**config.mk**
```make
export PLATFORM = sky130hd
export DESIGN_NAME = shared_memory
export DESIGN_NICKNAME = d
export VERILOG_FILES = /design/src/rtl/shared_memory.sv
export SDC_FILE = /design/constraint.sdc
export NUM_CORES = 1
export LEC_CHECK = 0
export CORE_AREA = 2 2 203 205
export CTS_BUF_LIST = sky130_fd_sc_hd__clkbuf_2
export CTS_CLUSTER_DIAMETER = 120
export DETAILED_ROUTE_END_ITERATION = 7
export DIE_AREA = 0 0 205 207
export HOLD_SLACK_MARGIN = 0.05
export MAX_ROUTING_LAYER = met4
export PLACE_DENSITY_LB_ADDON = 0.1
export SLEW_MARGIN = 20
export SYNTH_ARGS = -nofsm -noshare
export SYNTH_HDL_FRONTEND = slang
export SYNTH_SLANG_ARGS = --single-unit
```
**constraint.sdc**
```tcl
create_clock -name clk -period 4.4 [get_ports clk]
set_input_delay 0.88 -clock clk [delete_from_list [all_inputs] [get_ports clk]]
set_output_delay 0.88 -clock clk [all_outputs]
set_load 0.05 [all_outputs]
```
**src/rtl/shared_memory.sv**
```systemverilog
// -----------------------------------------------------------------------------
// shared_memory
//
// Two-channel shared word memory with a round-robin arbiter. Each cycle at
// most one channel reaches the single-access storage array. The granted
// channel sees a one-cycle ready pulse in the following cycle. For a read,
// rdata carries the word alongside that pulse.
//
// Handshake (valid/ready, per channel n):
//   The requester raises valid[n] together with wr_rd/addr/wdata/be. It holds
//   all of them stable until it samples ready[n]=1, and may then drop valid[n]
//   or present the next request. A channel is eligible only while
//   valid[n]=1 and ready[n]=0. This stops the arbiter from serving a request
//   a second time in the cycle where its completion is still visible.
//
// Ports:
//   clk    in   1             clock, rising edge
//   rst    in   1             synchronous active-high reset
//   valid  in   2             request per channel (bit n = channel n)
//   wr_rd  in   2             1 = write, 0 = read
//   addr   in   2*ADDR_WIDTH  word address, channel n uses slice n
//   wdata  in   2*WIDTH       write data, channel n uses slice n
//   be     in   2*BE_WIDTH    byte enables for writes, bit k = byte k
//   ready  out  2             registered completion pulse
//   rdata  out  2*WIDTH       registered read data, held until next read
//   err    out  2             out-of-range flag, only set with ready[n]
// -----------------------------------------------------------------------------
module shared_memory #(
  parameter int WIDTH      = 16,
  parameter int DEPTH      = 16,
  parameter int ADDR_WIDTH = $clog2(DEPTH),
  parameter int BE_WIDTH   = WIDTH / 8
) (
  input  logic                    clk,
  input  logic                    rst,
  input  logic [1:0]              valid,
  input  logic [1:0]              wr_rd,
  input  logic [2*ADDR_WIDTH-1:0] addr,
  input  logic [2*WIDTH-1:0]      wdata,
  input  logic [2*BE_WIDTH-1:0]   be,
  output logic [1:0]              ready,
  output logic [2*WIDTH-1:0]      rdata,
  output logic [1:0]              err
);

  // Storage array; reset clears every word.
  logic [WIDTH-1:0] mem [DEPTH];

  // Channel that wins when both are eligible. It points away from the most
  // recent grant and moves only when a grant happens.
  logic prio;

  // Arbitration
  logic [1:0] elig;
  logic       gnt_any;
  logic       gnt_ch;
  logic [1:0] gnt_vec;

  // Request fields of the granted channel
  logic                  sel_wr;
  logic [ADDR_WIDTH-1:0] sel_addr;
  logic [WIDTH-1:0]      sel_wdata;
  logic [BE_WIDTH-1:0]   sel_be;

  // Array access
  logic                  in_range;
  logic [ADDR_WIDTH-1:0] idx;
  logic [WIDTH-1:0]      rd_word;
  logic [WIDTH-1:0]      wr_word;

  // ---------------------------------------------------------------------------
  // Arbiter: a lone eligible channel always wins. On contention, the channel
  // named by prio wins.
  // ---------------------------------------------------------------------------
  always_comb begin
    elig    = valid & ~ready;
    gnt_any = 1'b0;
    gnt_ch  = 1'b0;
    case (elig)
      2'b01: begin
        gnt_any = 1'b1;
        gnt_ch  = 1'b0;
      end
      2'b10: begin
        gnt_any = 1'b1;
        gnt_ch  = 1'b1;
      end
      2'b11: begin
        gnt_any = 1'b1;
        gnt_ch  = prio;
      end
      default: begin
        gnt_any = 1'b0;
        gnt_ch  = 1'b0;
      end
    endcase

    gnt_vec = 2'b00;
    if (gnt_any) begin
      gnt_vec = gnt_ch ? 2'b10 : 2'b01;
    end
  end

  // ---------------------------------------------------------------------------
  // Select the granted channel's request fields.
  // ---------------------------------------------------------------------------
  always_comb begin
    if (gnt_ch) begin
      sel_wr    = wr_rd[1];
      sel_addr  = addr[ADDR_WIDTH +: ADDR_WIDTH];
      sel_wdata = wdata[WIDTH +: WIDTH];
      sel_be    = be[BE_WIDTH +: BE_WIDTH];
    end else begin
      sel_wr    = wr_rd[0];
      sel_addr  = addr[0 +: ADDR_WIDTH];
      sel_wdata = wdata[0 +: WIDTH];
      sel_be    = be[0 +: BE_WIDTH];
    end
  end

  // ---------------------------------------------------------------------------
  // Address check and byte merge. DEPTH need not be a power of two, so the
  // address field can name words that do not exist. Such accesses get a
  // zeroed index, so the array is never indexed out of bounds. The write
  // enable and read data are gated on in_range separately.
  // ---------------------------------------------------------------------------
  always_comb begin
    in_range = ({1'b0, sel_addr} < (ADDR_WIDTH + 1)'(DEPTH));
    idx      = in_range ? sel_addr : '0;
    rd_word  = mem[idx];
    wr_word  = rd_word;
    for (int k = 0; k < BE_WIDTH; k++) begin
      if (sel_be[k]) begin
        wr_word[8*k +: 8] = sel_wdata[8*k +: 8];
      end
    end
  end

  // ---------------------------------------------------------------------------
  // State update. Reset wins over any grant in the same cycle.
  // ---------------------------------------------------------------------------
  always_ff @(posedge clk) begin
    if (rst) begin
      for (int i = 0; i < DEPTH; i++) begin
        mem[i] <= '0;
      end
      ready <= 2'b00;
      err   <= 2'b00;
      rdata <= '0;
      prio  <= 1'b0;
    end else begin
      ready <= gnt_vec;
      err   <= in_range ? 2'b00 : gnt_vec;
      if (gnt_any) begin
        prio <= ~gnt_ch;
        if (sel_wr) begin
          if (in_range) begin
            mem[idx] <= wr_word;
          end
        end else begin
          // Out-of-range reads return zero. rdata of the other channel holds.
          if (gnt_ch) begin
            rdata[WIDTH +: WIDTH] <= in_range ? rd_word : '0;
          end else begin
            rdata[0 +: WIDTH] <= in_range ? rd_word : '0;
          end
        end
      end
    end
  end

endmodule

```
After elaboration in Yosys (flattened, before gate mapping)
Memory sizes are Yosys's and may differ from the RTL's.
Index checks and enable logic that the tools add are counted.
Storage, ports and cells
  flip-flop bits (word level): 35
  RAM bits: 256
  memories kept: 1
Memories
  mem: depth 16, bits a word 16, rd ports 1, clocked after Yosys merged registers in 0, wr ports 16, line 47  | logic [WIDTH-1:0] mem [DEPTH];
Operators by class
  equality and inequality tests: 3
  multiplexer cells: 18
  bitwise logic cells: 5
  reductions and logical operators: 5
Operator list (number)
  $mux 16: 2
  $mux 8: 2
  $reduce_or 16->1: 1
  $mux 1: 9
  $mux 4: 2
  $reduce_and 3->1: 2
  $eq 2x2->1 const B: 2
  $mux 2: 2
  $not 1->1: 3
  $reduce_or 3->1: 1
  $and 2x2->2: 1
  $eq 2x1->1 const B: 1
  $not 2->2: 1
  $pmux 1 s2: 1
  $reduce_or 2->1: 1

Longest topological paths before layout
  depth after elaboration: 11
  mapped depth: 11
  depth with buffers taken out: 7

Least setup slack after synthesis
OpenSTA, ideal clock, no wires.
  kind: in2reg
  from: input valid[0]
  to: memory mem[10][7], data pin
  arrival time: 3.082 ns
  setup slack: 1.063 ns
  cell stages on the path: 11
  path buffers: 4
  path through: or3b_1 -> buf_2 -> and2_1 -> buf_6 -> buf_6 -> o21ai_0 -> a21oi_1 -> nor4_4 -> or4b_4 -> buf_6 -> and3_1
RTL lines
  from (decl): line 36  | input logic [1:0] valid,
  to (decl): line 47

==> summary.txt <==
Place WS = 0.0610 ns
Avg WL per Cell = 25.6 um
# nets final = 1394
Max VDD drop = 0.000148 V
Finish-stage setup viols = 0
Area Growth Syn to Fin = 17.6%
Synthesized area = 14000 sq um
Final period util = 79.3%
EDFF count, synth = 256
Area of the multi-input gates = 5070 sq um
Post-synthesis register bit count = 291
Synthesis Warnings = 0
HPWL Detailed = 30500 um
Top area cells in the synthesized netlist = edfxtp_1 55%, and3_1 11%, dfxtp_1 5.0%
Netlist cell types = 46
Fin Clk Skew = 0.0556 ns
Pwr dens = 381 nW/um^2
Tmin final = 3.49 ns
Clock-pin slew on the worst setup and hold paths = 0.10 ns
Final non-filler cell total = 1934
Synth Instances = 1221
Final Hold Fails = 0
Clock root cell = clkbuf_2
Full die area = 42400 sq um
Setup TNS = 0 ns
Clock buffer depth = 3
Status = completed
Max-Cap Viols = 0
Synth area leader = edfxtp_1
Hold/Removal Path Class = reg2reg
Initial Util = 34.6%
Dpl cells = 1794
Syn Area/Cell = 11.5 sq um
Core area = 40400 sq um
Routability congestion estimate = 0.798
Drt pass-1 iters = 8
Fraction of layout cells with a size suffix above 1 = 19.3%
Max Clk Rate = 287 MHz
CP max FO = 16
Number of DRC markers in iteration 0 = 1020
Gr usage total = 24.0%
Async SR Flop Fraction = 0%
Rows = 74
Vias/cell = 5.63
# DRC = 0
Largest net degree at the start of global routing = 65
Post-CTS setup buffer count = 0
Die Ht = 207 um
TritonCTS clock tree = done
Clock Sinks = 291
Total wire length = 49500 um
CTS H-tree lvls = 3
Clk_lat worst skew = 0.91 ns
Initial antenna violation count = 1
Register Area = 8390 sq um
Hold Slack = 0.498 ns
Worst slew pin tran = 1.17 ns
Top cell type's share of synthesized area = 55.0%
Layout fillers = 4009
Vias in the first global route = 10900
Port Buffers = 83
I/O Pins = 86
Fin. max-slew vios = 0
Number of gates resized after CTS = 0
Final ANT Viol Nets = 0
Finished Cell Area = 16500 sq um
Die X = 205 um
WP data required = 5.04 ns
CTS Buf Count = 80
Crit Path Class = in2reg
Critical path startpoint category = primary input
RSZ-0062 raised after global routing = false
R2R Setup Slk = 0.97 ns
Final worst slack = 0.912 ns
CTS Hold Bufs = 0
Ys flop type = edfxtp_1
GRT overflow = 0
Cell Area, Placed = 15700 sq um
Sequential area share after synthesis = 60.0%
Leak = 6.79 nW
Slew Limit Headroom = 22.2%
Vias = 10900
First-pass GRT wire length = 72300 um
CP endpoint kind = register
Final core occ = 40.8%
Critical Path AT = 4.13 ns
Power after layout = 6.27 mW
[worst max-delay path: stages]
cell	delay, ns
clkdlybuf4s50_1	0.51
or3b_1	0.41
buf_4	0.18
and4_4	0.19
a31oi_4	0.23
buf_12	0.20
buf_4	0.14
a21oi_1	0.06
nor4_4	0.46
or4b_4	0.63
and3_1	0.22
[cells in the mapped netlist, types with 21 or more instances]
library cell / count
and3_1: 257
edfxtp_1: 256
a21oi_1: 100
clkbuf_1: 85
nand3_1: 80
nand2_1: 78
nor2_1: 69
o21ai_0: 47
dfxtp_1: 35
a222oi_1: 32
a311oi_1: 32
buf_6: 21
o21ai_1: 21
[layer usage]
layer,up-vias,track usage (%),wire length [um]
li1,4986,-,-
met1,5338,31.4,21300
met2,467,36.6,22900
met3,96,5.03,3700
met4,0,9.48,1490
met5,-,-,0
[cell type report]
cell class | count | area share [%]
Tap cell | 532 | 4.05
Multi-Input combinational cell | 808 | 30.8
Inverter | 3 | 0.0685
Clock inverter | 24 | 1.05
Timing Repair Buffer | 160 | 9.52
Antenna cell | 1 | 0.0152
Clock buffer | 115 | 3.50
Sequential cell | 291 | 51.0
[final timing paths]
path             from         end  depth (start not counted)
max          valid[0]  mem[10][7]                         11
min          rdata[2]    rdata[2]                          2
max reg2reg  ready[1]   mem[8][3]                          8
min reg2reg  rdata[2]    rdata[2]                          2
[cell families (layout without fill, tap and decap cells)]
kind of cell	after synthesis	in the layout	share of synthesized area, %
buf+inv	123	302	4.58
other cells	1	3	0.0268
simple gates	561	561	24.3
mux	1	1	0.0716
compound gates	244	244	11.1
flops	291	291	60.0
[registers in the layout, summed over array words and instances (netlist names)]
signal and cells:
rdata 32, mem 256, ready 2, prio 1
[layout by cell type (no fill, tap or decap), types with 32 or more instances in the layout]
cell type,count
and3_1,257
edfxtp_1,256
clkbuf_2,115
a21oi_1,99
clkdlybuf4s50_1,82
nand3_1,80
nand2_1,77
nor2_1,68
buf_4,64
o21ai_0,47
dfxtp_1,35
a222oi_1,32
a311oi_1,32
[power by group]
| part | total (mW) | internal, mW | switching [mW] |
|---|---|---|---|
| Combinational | 1.08 | 0.320 | 0.758 |
| Clock | 2.05 | 0.873 | 1.17 |
| Sequential | 3.15 | 3.11 | 0.0377 |
| Total | 6.27 | 4.31 | 1.97 |
Note: power is estimated with default switching activity, not from simulation.
